==> src/rtl/vram_arbiter.sv <==
// vram_arbiter: one single-port VRAM shared by CPU single beats and display read bursts.
// Revision 1.0
`default_nettype none

module vram_arbiter #(
  parameter int ADDR_W    = 16,
  parameter int DATA_W    = 32,
  parameter int BURST_LEN = 8
) (
  input  logic                i_clk,
  input  logic                i_rst,
  input  logic                i_cpu_valid,
  input  logic                i_cpu_we,
  input  logic [ADDR_W-1:0]   i_cpu_addr,
  input  logic [DATA_W-1:0]   i_cpu_wdata,
  input  logic [DATA_W/8-1:0] i_cpu_wstrb,
  output logic                o_cpu_ready,
  output logic                o_cpu_rvalid,
  output logic [DATA_W-1:0]   o_cpu_rdata,
  input  logic                i_disp_req,
  input  logic [ADDR_W-1:0]   i_disp_addr,
  output logic                o_disp_rvalid,
  output logic [DATA_W-1:0]   o_disp_rdata,
  output logic                o_disp_done,
  output logic                o_disp_err,
  output logic                o_mem_en,
  output logic [DATA_W/8-1:0] o_mem_we,
  output logic [ADDR_W-1:0]   o_mem_addr,
  output logic [DATA_W-1:0]   o_mem_wdata,
  input  logic [DATA_W-1:0]   i_mem_rdata
);

  localparam int                CNT_W       = $clog2(BURST_LEN);
  localparam logic [CNT_W-1:0]  C_LAST_BEAT = CNT_W'(BURST_LEN - 1);

  typedef enum logic [0:0] {
    S_IDLE = 1'b0,
    S_DISP = 1'b1
  } state_t;

  state_t              state_q;
  logic                disp_pend_q;
  logic                cpu_owed_q;
  logic [ADDR_W-1:0]   base_q;
  logic [CNT_W-1:0]    cnt_q;
  logic                cpu_rvalid_q;
  logic                disp_rvalid_q;
  logic                disp_done_q;
  logic                disp_err_q;

  logic w_idle;
  logic w_disp_rd;
  logic w_last_beat;
  logic w_cpu_acc;
  logic w_cpu_wr;
  logic w_disp_start;
  logic w_disp_take;

  // No access is issued in a cycle where reset is being sampled.
  assign w_idle       = (state_q == S_IDLE) && !i_rst;
  assign w_disp_rd    = (state_q == S_DISP) && !i_rst;
  assign w_last_beat  = w_disp_rd && (cnt_q == C_LAST_BEAT);
  assign w_cpu_acc    = w_idle && i_cpu_valid && (cpu_owed_q || !disp_pend_q);
  assign w_cpu_wr     = w_cpu_acc && i_cpu_we;
  assign w_disp_start = w_idle && disp_pend_q && !(cpu_owed_q && i_cpu_valid);
  assign w_disp_take  = i_disp_req && (state_q == S_IDLE) && !disp_pend_q;

  assign o_cpu_ready  = w_cpu_acc;
  assign o_mem_en     = w_cpu_acc || w_disp_rd;
  assign o_mem_we     = w_cpu_wr ? i_cpu_wstrb : '0;
  assign o_mem_wdata  = w_cpu_wr ? i_cpu_wdata : '0;
  assign o_mem_addr   = w_disp_rd ? (base_q + ADDR_W'(cnt_q)) :
                        w_cpu_acc ? i_cpu_addr : '0;

  assign o_cpu_rvalid  = cpu_rvalid_q;
  assign o_cpu_rdata   = cpu_rvalid_q ? i_mem_rdata : '0;
  assign o_disp_rvalid = disp_rvalid_q;
  assign o_disp_rdata  = disp_rvalid_q ? i_mem_rdata : '0;
  assign o_disp_done   = disp_done_q;
  assign o_disp_err    = disp_err_q;

  always_ff @(posedge i_clk) begin
    if (i_rst) begin
      state_q       <= S_IDLE;
      disp_pend_q   <= 1'b0;
      cpu_owed_q    <= 1'b0;
      base_q        <= '0;
      cnt_q         <= '0;
      cpu_rvalid_q  <= 1'b0;
      disp_rvalid_q <= 1'b0;
      disp_done_q   <= 1'b0;
      disp_err_q    <= 1'b0;
    end else begin
      if (w_disp_start) begin
        state_q <= S_DISP;
      end else if (w_last_beat) begin
        state_q <= S_IDLE;
      end

      if (w_disp_start) begin
        cnt_q <= '0;
      end else if (w_disp_rd) begin
        cnt_q <= cnt_q + 1'b1;
      end

      if (w_disp_take) begin
        disp_pend_q <= 1'b1;
        base_q      <= i_disp_addr;
      end else if (w_disp_start) begin
        disp_pend_q <= 1'b0;
      end

      // The owed slot lives for exactly one idle cycle: used or forfeited.
      if (w_last_beat) begin
        cpu_owed_q <= 1'b1;
      end else if (w_idle) begin
        cpu_owed_q <= 1'b0;
      end

      cpu_rvalid_q  <= w_cpu_acc && !i_cpu_we;
      disp_rvalid_q <= w_disp_rd;
      disp_done_q   <= w_last_beat;
      disp_err_q    <= i_disp_req && !w_disp_take;
    end
  end

endmodule

`default_nettype wire

==> config.mk <==
export PLATFORM = sky130hd
export DESIGN_NAME = vram_arbiter
export DESIGN_NICKNAME = d
export VERILOG_FILES = /design/src/rtl/vram_arbiter.sv
export SDC_FILE = /design/constraint.sdc
export NUM_CORES = 1
export LEC_CHECK = 0
export CORE_MARGIN = 2
export CORE_UTILIZATION = 27
export DETAILED_ROUTE_END_ITERATION = 8
export GPL_ROUTABILITY_DRIVEN = 0
export PLACE_DENSITY = 0.84
export SLEW_MARGIN = 30
export SYNTH_ARGS = -nofsm -noshare
export SYNTH_HDL_FRONTEND = slang
export SYNTH_SLANG_ARGS = --single-unit
export TNS_END_PERCENT = 50
==> constraint.sdc <==
create_clock -name i_clk -period 1.9 [get_ports i_clk]
set_clock_uncertainty 0.2 [all_clocks]
set_input_delay 0.38 -clock i_clk [delete_from_list [all_inputs] [get_ports i_clk]]
set_output_delay 0.38 -clock i_clk [all_outputs]
set_load 0.005 [all_outputs]
# Word-level counts from Yosys, hierarchy flattened
# Index checks and enable logic that the tools add are counted.
dict set report op_classes {
  reduce_logical 24
  order_cmp 0
  n_mul 0
  div 0
  mux 12
  addsub 2
  shift 0
  n_eq_ne 1
  bitwise_logic 1
}
# cell n
set op_table {}
lappend op_table {{two-way mux 32 bit} 3}
lappend op_table {{two-way mux 16 bit} 2}
lappend op_table {{adder 16 x 3 -> 16 bit} 1}
lappend op_table {{logical AND 1 bit} 13}
lappend op_table {{two-way mux 1 bit} 6}
lappend op_table {{nonzero test 2 bit} 3}
lappend op_table {{logical NOT 1 bit} 5}
lappend op_table {{two-way mux 4 bit} 1}
lappend op_table {{adder 3 x 1 -> 3 bit (second input constant)} 1}
lappend op_table {{equality test 3 bit (second input constant)} 1}
lappend op_table {{logical OR 1 bit} 2}
lappend op_table {{OR reduction 2 bit} 1}
lappend op_table {{inverter 1 bit} 1}
dict set report word_totals {
  mem_count 0
  rom_bits 0
  output_inout_bits 122
  mem_bits_rw 0
  latch_bits 0
  ff_bits 26
}

# Depth between registers and ports, before layout
# Gate-level depths: netlist (run 1).
dict set report logic_depth {
  ltp_word 6
  depth_mapped 7
}

# Worst setup path after synthesis (run 1)
# No wires, ideal clock.
dict set report synth_timing {
  path_type {register to output}
  startpoint {register cnt_q[0]}
  endpoint {output o_mem_addr[14]}
  required_time_ns 1.320
  arrival_time_ns 1.529
  setup_slack_ns -0.209
  stages_incl_launch_ff 7
  cell_sequence {dfxtp_1 -> ha_1 -> fa_1 -> a21o_2 -> nand2_1 -> or4b_1 -> nand3_1}
}
dict set report synth_via {
  elab_chain_len 2
}
# element line_no
set synth_lines {}
lappend synth_lines {{start: declaration} 45} ;# logic [CNT_W-1:0] cnt_q;
lappend synth_lines {{start signal: assignment} 103} ;# cnt_q <= cnt_q + 1'b1;
lappend synth_lines {{adder 16 x 3 -> 16 bit} 72} ;# assign o_mem_addr = w_disp_rd ? (base_q + ADDR_W'(cnt_q)) :
lappend synth_lines {{two-way mux 16 bit} 72}
lappend synth_lines {{end: declaration} 28} ;# output logic [ADDR_W-1:0] o_mem_addr,
# Every way passes these cells.

# Final worst setup path (run 1)
dict set report layout_timing {
  startpoint {register cnt_q[2]}
  endpoint {output o_mem_addr[15]}
}
# Same word-level chain as after synthesis.

==> flow_summary.ini, run 1 <==
[run_status]
status = finished with violations
violations = setup timing

[detailed_routing]
drt-initial-drc-count = 174
viasPerCell = 5.09
vias = 3565
drt_pass1_iterations = 4
drt-total-wl_um = 14400
antenna_left = 0
drc = 0
wire_per_inst_um = 20.6

[job]
cap_violations = 0

[power]
peakVddDrop_mv = 0.406
leakagePower_nw = 2.70
total_power_w = 0.00232
power_density_mw_per_mm2 = 404

[hold_path]
hold_end = base_q[8]
min_path_cells = 2
hp-start = base_q[8]
hold_path_class = reg2reg

[global_route]
grt_usage_pct = 30.0
grt_start_max_net_pins = 38
antenna_found_initial = 0
grt_pass1_wl_um = 20400
overflow = 0
grt_pass1_vias = 3614

[worst_setup_path]
end_kind = output port
rr_endpoint = disp_pend_q
r2r_slack_ns = 0.04
crit_type = reg2out
critPathMaxFanout = 4
arrival_ns = 2.08
start_kind = flip-flop
cp.required_ns = 1.32
reg2reg_depth = 9
regToRegStartpoint = disp_pend_q

[synthesis]
syn_area_mm2 = 0.00221
yosysTopAreaCellShare_pct = 23.6
synth_area_leaders = dfxtp_1 24%, and2_1 19%, and3_1 10%
post-synth-top-count-cell = and2_1
synth_seq_cells = 26
ys_types = 44
synth_nets = 423
avgSynthCellArea_um2 = 7.07
synth_cells = 312
synth-seq-area-share_pct = 23.6
ys.flop_type = dfxtp_1
synth-edff-count = 0
async_flop_share_pct = 0
synth.largest_area_cell = dfxtp_1
synth.top_cells.by_count = 67 x and2_1, 58 x nand2_1, 37 x and3_1
ys_warn_count = 0

[clock_tree]
cts_hold_buf = 0
insertion_delay_ns = 0.28
clk_path_buf_depth = 2
clockRootBuffer = clkbuf_8
cts.sinks = 26
h-tree-depth = 1
clk_pin_slew_worst_paths_ns = 0.10
cts_tree = done
cts_buffers = 3

[finish]
fillers = 550
register_area_um2 = 546
post-route-util_pct = 73.4
fin_area_mm2 = 0.00573
syn_to_final_growth_pct = 160
drive_above_1_share_pct = 37.6
antennaDiodeCount = 0
nNetsFinal = 710
multi_input_area_mm2 = 0.00194

[floorplan]
io_pins = 227
fp-row-count = 32
die_h_um = 94.4
core_area_mm2 = 0.00781
die-width_um = 94.4
initial_core_util_pct = 28.3
dieArea_mm2 = 0.00891

[timing]
tns_ns = -18.93
setup_viol = 54
worst_slew_pin_slew_ns = 0.371
drv_slew = 0
min_period_ns = 2.66
rsz0062_at_grt = true
slew_headroom_pct = 75.2
timing.hold.ws_ns = 0.295
min_period_over_period_pct = 140
worst_slack_ns = -0.761
fmax_ghz = 0.376
final_hold_viol_count = 0

[placement]
place_area_mm2 = 0.00492
detailed_place_hpwl_um = 8650
io_buffers = 226
## report_power, final
part           switching, W  internal, W
Combinational      0.000475     0.000708
Sequential        0.0000511     0.000591
Clock              0.000208     0.000283
Total              0.000734      0.00158
## worst max path at each step
stage	slack, ns	startpoint	to
after floorplan	-0.14	cnt_q[0]	o_mem_addr[14]
after global placement	-0.90	i_rst	o_mem_addr[15]
after CTS	-0.60	cnt_q[0]	o_mem_addr[14]
final	-0.76	cnt_q[2]	o_mem_addr[15]
after detailed placement	-0.91	i_rst	o_mem_wdata[22]
after global routing	-0.80	cnt_q[2]	o_mem_addr[15]
## logic make-up after synthesis
logic type               count (synthesis)  share of synthesized area, %
XOR/XNOR                                10                          3.97
flip-flops                              26                          23.6
buffers and inverters                   29                          5.50
AO/OA/AOI/OAI                           47                          13.8
adder cells (fa/ha/maj)                  6                          3.74
multiplexers                             2                         0.908
AND/OR/NAND/NOR                        192                          48.5
## metrics by stage
| step | worst slack [ns] | std cells |
|---|---|---|
| after CTS | -0.602 | 704 |
| after global placement | -0.905 | 657 |
| final | -0.761 | 700 |
| after detailed placement | -0.913 | 657 |
| after floorplan | -0.139 | 312 |
| after global routing | -0.798 | 700 |
## area by class of cell
cell class	instances	area share (%)
timing repair buffer	308	53.0
multi-input combinational	257	33.8
sequential	26	9.52
tap	102	2.23
clock buffer	3	0.721
clock inverter	1	0.524
inverter	3	0.197
## worst max-delay path, cell delays in order (launching register included)
cell,delay (ns)
dfxtp_4,0.37
ha_4,0.31
a21oi_4,0.10
buf_4,0.15
buf_6,0.11
a211oi_2,0.23
buf_4,0.16
mux2i_1,0.16
nand2_1,0.07
buf_2,0.13
## registers in the layout, indices dropped and copies added (netlist names)
signal	cells
o_disp_done	1
cnt_q	3
cpu_owed_q	1
o_disp_err	1
state_q	1
disp_pend_q	1
o_disp_rvalid	1
base_q	16
o_cpu_rvalid	1
## cells in the final DEF (no fill, tap or decap), types with 9 or more instances in the layout
cell	Yosys	routed
and3_4	0	35
dfxtp_1	26	16
buf_12	0	9
nand2_1	58	55
buf_2	7	19
buf_4	1	48
clkdlybuf4s50_1	0	101
o21ai_1	2	9
buf_6	0	52
a21oi_1	23	20
and2_1	67	67
dlygate4sd2_1	0	59
## layer usage
metal	global-route usage [%]	wire length [um]	part of all wire, %
met1	30.4	4720	33
met2	57.3	7730	54
met3	6.86	1260	8.7
met4	14.7	703	4.9
met5	0	0	0
## what timing repair did
action / CTS / global route
gates cloned: 9 / 0
gates resized for setup: 422 / 34
endpoints found under the setup margin: 120 / 70
buffers inserted: 36 / 8
pin swaps: 41 / 25
(Power assumes the default switching activity.)
==> inputs of run 2 (changes only) <==
--- a/config.mk
+++ b/config.mk
@@ -5,6 +5,7 @@
 export SDC_FILE = /design/constraint.sdc
 export NUM_CORES = 1
 export LEC_CHECK = 0
+export CORE_ASPECT_RATIO = 0.75
 export CORE_MARGIN = 2
 export CORE_UTILIZATION = 27
 export DETAILED_ROUTE_END_ITERATION = 8
==> flow_summary.ini, run 2 (synthesis results as in run 1) <==
[finish]
final_common_cell = clkdlybuf4s50_1
syn_to_final_growth_pct = 151
nNetsFinal = 700
antennaDiodeCount = 0
largestRegisters = base_q x16, cnt_q x3
mostFrequentLayoutCells = 101 x clkdlybuf4s50_1, 68 x dlygate4sd2_1, 67 x and2_1
top_register = base_q
post-route-util_pct = 69.9
fillers = 626
drive_above_1_share_pct = 34.0
largest_register_ffs = 16

[floorplan]
dieArea_mm2 = 0.00892
fp-row-count = 28
die_h_um = 82.3
io_pins = 227
core_area_mm2 = 0.00792
die-width_um = 108
initial_core_util_pct = 27.9

[timing]
rsz0062_at_grt = true
setup_viol = 54
tns_ns = -18.98
final_hold_viol_count = 0
min_period_over_period_pct = 134
slew_headroom_pct = 80.8
fmax_ghz = 0.393
min_period_ns = 2.54
drv_slew = 0
worst_slew_pin_slew_ns = 0.288
worst_slack_ns = -0.644

[worst_setup_path]
arrival_ns = 1.96
critPathMaxFanout = 4
crit_family = compound AO/OA/AOI/OAI gates
crit_type = reg2out
path_buf_inv = 2
start_kind = flip-flop
slowest_delay_ns = 0.35
cp.required_ns = 1.32
path_cells = ha_4 > a21oi_4 > a211oi_4 > buf_4 > mux2i_1 > a211o_1 > buf_2
r2r_slack_ns = 0.32
end_kind = output port
crit_path_top_delay_cell = dfxtp_2

[global_route]
antenna_found_initial = 0
grt_pass1_wl_um = 17100
grt_start_max_net_pins = 38
grt_usage_pct = 24.7
grt_pass1_vias = 3264
overflow = 0

[power]
p_comb_share_pct = 49.2
seq_power_share_pct = 29.1
cell_internal_pwr_w = 0.00153
total_power_w = 0.00218
p_clk_share_pct = 21.7
switching_power_w = 0.000655
swShare_pct = 30.0
power_density_mw_per_mm2 = 394
leakagePower_nw = 2.65
peakVddDrop_mv = 0.486

[clock_tree]
cts_tree = done
insertion_delay_ns = 0.29
clk_pin_slew_worst_paths_ns = 0.10
h-tree-depth = 1
cts.sinks = 26
clockRootBuffer = clkbuf_8
cts_buffers = 3
cts_hold_buf = 0
clk_path_buf_depth = 2

[run_status]
status = finished with violations
violations = setup timing

[detailed_routing]
drt-initial-drc-count = 104
viasPerCell = 4.81
vias = 3336
drt-total-wl_um = 12200
drc = 0
drt_pass1_iterations = 4
wire_per_inst_um = 17.6
antenna_left = 0

[placement]
io_buffers = 226
detailed_place_hpwl_um = 8540

[hold_path]
hold_path_class = in2reg

[job]
cap_violations = 0
==> run 2: per-stage QoR <==
step	setup slack [ns]	area [um^2]	instances	hold slack, ns
floorplan	-0.139	2260	312	0.245
CTS	-0.630	5420	688	0.270
global route	-0.748	5530	693	0.279
finish	-0.644	5530	693	0.271
global placement	-0.896	4870	655	0.279
detailed placement	-0.940	4870	655	0.286
==> run 2: path summary, 6_finish.rpt <==
check         startpoint              to  cells past startpoint
max            base_q[2]  o_mem_addr[13]                      7
min                i_rst      base_q[15]                      3
max reg2reg  disp_pend_q    o_cpu_rvalid                      7
min reg2reg    base_q[0]       base_q[0]                      2
==> run 2: routing by layer <==
| layer | vias up | part of all wire (%) | global-route usage, % |
|---|---|---|---|
| met5 | - | 0 | 0 |
| met4 | 0 | 2.0 | 8.33 |
| met3 | 19 | 7.2 | 5.34 |
| met2 | 126 | 53 | 46.7 |
| met1 | 1581 | 37 | 27.7 |
| li1 | 1610 | - | - |
==> run 2: final cells by class <==
cell class / count / area [um^2] / share of cell area (%)
multi-input combinational: 257 / 1890 / 34.1
inverter: 3 / 11.3 / 0.204
clock buffer: 3 / 41.3 / 0.746
clock inverter: 1 / 30.0 / 0.543
tap: 105 / 131 / 2.38
timing repair buffer: 298 / 2890 / 52.3
sequential: 26 / 538 / 9.73
==> run 2: power by group through the flow <==
stage,clock [W],combinational [W],sequential (W)
2_1_floorplan,0,0.000298,0.000641
3_3_place_gp,0,0.000888,0.000638
3_5_place_dp,0,0.000905,0.000642
4_1_cts,0.000477,0.00105,0.000634
5_1_grt,0.000505,0.00114,0.000640
6_report,0.000475,0.00107,0.000635
==> run 2: tightest hold or removal path, cell delays in order <==
cell and delay (ns):
buf_2 0.14, buf_4 0.16, a21oi_1 0.04
==> run 2: repair_timing <==
item | CTS | global route
pin swaps | 53 | 21
buffers inserted | 25 | 11
setup endpoints to repair | 120 | 56
resized for setup | 397 | 26
cloned | 5 | 0
==> inputs of run 3 (changes only) <==
--- a/config.mk
+++ b/config.mk
@@ -7,10 +7,10 @@
 export LEC_CHECK = 0
 export CORE_ASPECT_RATIO = 0.75
 export CORE_MARGIN = 2
-export CORE_UTILIZATION = 27
+export CORE_UTILIZATION = 30
 export DETAILED_ROUTE_END_ITERATION = 8
 export GPL_ROUTABILITY_DRIVEN = 0
-export PLACE_DENSITY = 0.84
+export PLACE_DENSITY = 0.88
 export SLEW_MARGIN = 30
 export SYNTH_ARGS = -nofsm -noshare
 export SYNTH_HDL_FRONTEND = slang
==> constraint.sdc (replaced) <==
create_clock -name i_clk -period 2.4 [get_ports i_clk]
set_clock_uncertainty 0.2 [all_clocks]
set_input_delay 0.48 -clock i_clk [delete_from_list [all_inputs] [get_ports i_clk]]
set_output_delay 0.48 -clock i_clk [all_outputs]
set_load 0.005 [all_outputs]
==> flow_summary.ini, run 3 (synthesis results as in run 1) <==
[detailed_routing]
wire_per_inst_um = 17.6
viasPerCell = 4.89
drt_pass1_iterations = 5
vias = 3278
drt-total-wl_um = 11800
drt-met1-wl_um = 4680
drc = 0
top_layer_used = met4
antenna_left = 0
wl_met3_um = 820
drt-initial-drc-count = 184
dr_wl_met2_um = 5890

[finish]
top_register = base_q
mostFrequentLayoutCells = 170 x clkdlybuf4s50_1, 67 x and2_1, 55 x nand2_1
fillers = 557
nNetsFinal = 682
fin_area_mm2 = 0.00518
drive_above_1_share_pct = 19.6
antennaDiodeCount = 0
final_common_cell = clkdlybuf4s50_1
largest_register_ffs = 16
largestRegisters = base_q x16, cnt_q x3
syn_to_final_growth_pct = 135

[floorplan]
dieArea_mm2 = 0.00806
die-width_um = 103
core_area_mm2 = 0.00723
initial_core_util_pct = 30.5
die_h_um = 78.3
fp-row-count = 27
io_pins = 227

[global_route]
antenna_found_initial = 0
grt_pass1_vias = 3230
grt_usage_pct = 27.4
grt_pass1_wl_um = 17200
overflow = 0
grt_start_max_net_pins = 34

[clock_tree]
insertion_delay_ns = 0.28
h-tree-depth = 1
clk_path_buf_depth = 2
cts.sinks = 26
clockRootBuffer = clkbuf_8
clk_pin_slew_worst_paths_ns = 0.09
cts_buffers = 3
cts_hold_buf = 0
cts_tree = done

[power]
peakVddDrop_mv = 0.295
p_comb_share_pct = 46.7
leakagePower_nw = 2.31
cell_internal_pwr_w = 0.00115
switching_power_w = 0.000483
swShare_pct = 29.6
seq_power_share_pct = 30.7
p_clk_share_pct = 22.6
power_density_mw_per_mm2 = 315

[worst_setup_path]
start_kind = flip-flop
cp.required_ns = 1.72
critPathMaxFanout = 5
arrival_ns = 2.03
end_kind = output port
crit_type = reg2out

[placement]
detailed_place_hpwl_um = 8880
pre_cts_ws_ns = -0.672
io_buffers = 226
place_area_mm2 = 0.00477

[hold_path]
hold_path_class = reg2reg

[timing]
timing.hold.ws_ns = 0.310
slew_headroom_pct = 59.0
final_hold_viol_count = 0
setup_viol = 14
min_period_ns = 2.71
min_period_over_period_pct = 113
drv_slew = 0
worst_slew_pin_slew_ns = 0.614
worst_slack_ns = -0.312
fmax_ghz = 0.369
rsz0062_at_grt = true

[run_status]
status = finished with violations
violations = setup timing

[job]
cap_violations = 0
run 3: cell types whose count changed in the layout (fill, tap and decap cells not counted), sizes merged:
cell	before	now
clkdlybuf4s15	0	15
buf	126	70
dlymetal6s2s	2	0
clkdlybuf4s50	101	170
dlygate4sd2	68	25
clkbuf	4	3
run 3: path summary, 6_finish.rpt:
path / cells after the start / start / slack (ns) / end
setup reg to reg: 6 / state_q / 0.63 / base_q[12]
setup / recovery: 7 / cnt_q[0] / -0.31 / o_mem_addr[10]
hold reg to reg: 2 / base_q[2] / 0.31 / base_q[2]
hold / removal: 2 / base_q[2] / 0.31 / base_q[2]
run 3: per-layer routing:
layer / GRT usage (%) / up-vias
met5: 0 / -
met4: 9.21 / 0
met3: 4.72 / 34
met2: 48.5 / 167
met1: 33.2 / 1515
li1: - / 1562
run 3: repair_timing:
item                                   CTS  global route
gates resized for setup                158            22
buffers inserted                        17             3
pin swaps                               40            17
gates cloned                             2             0
setup endpoints to repair               54            44
endpoints found under the hold margin    0             0
run 3: layout make-up:
class | instances | area (um^2) | share of cell area, %
Timing Repair Buffer | 280 | 2720 | 52.5
Multi-Input combinational cell | 257 | 1720 | 33.2
Sequential cell | 26 | 532 | 10.3
Tap cell | 101 | 126 | 2.44
Clock buffer | 3 | 41.3 | 0.797
Clock inverter | 1 | 30.0 | 0.579
Inverter | 3 | 11.3 | 0.217
run 3: worst max-delay path: stages (launching register included):
cell and delay [ns]:
dfxtp_2 0.37, ha_4 0.15, fa_2 0.23, a21o_4 0.19
nand3_4 0.08, or4_4 0.54, nand3_2 0.08, buf_6 0.10
run 3: stage by stage:
| stage | util [%] | setup TNS [ns] | total power, W | cells |
|---|---|---|---|---|
| 5_1_grt | 71.7 | -3.94 | 0.00171 | 671 |
| 3_3_place_gp | 66.0 | -28.16 | 0.00119 | 645 |
| 2_1_floorplan | - | 0 | 0.000735 | 312 |
| 4_1_cts | 70.7 | -2.30 | 0.00162 | 668 |
| 6_report | 71.7 | -3.00 | 0.00163 | 671 |
| 3_5_place_dp | 66.0 | -30.37 | 0.00121 | 645 |
run 3: power groups by stage:
stage	logic [W]	clock network, W	registers [W]
floorplan	0.000230	0	0.000506
global placement	0.000693	0	0.000501
detailed placement	0.000704	0	0.000503
CTS	0.000744	0.000374	0.000499
global route	0.000812	0.000389	0.000505
finish	0.000762	0.000370	0.000502
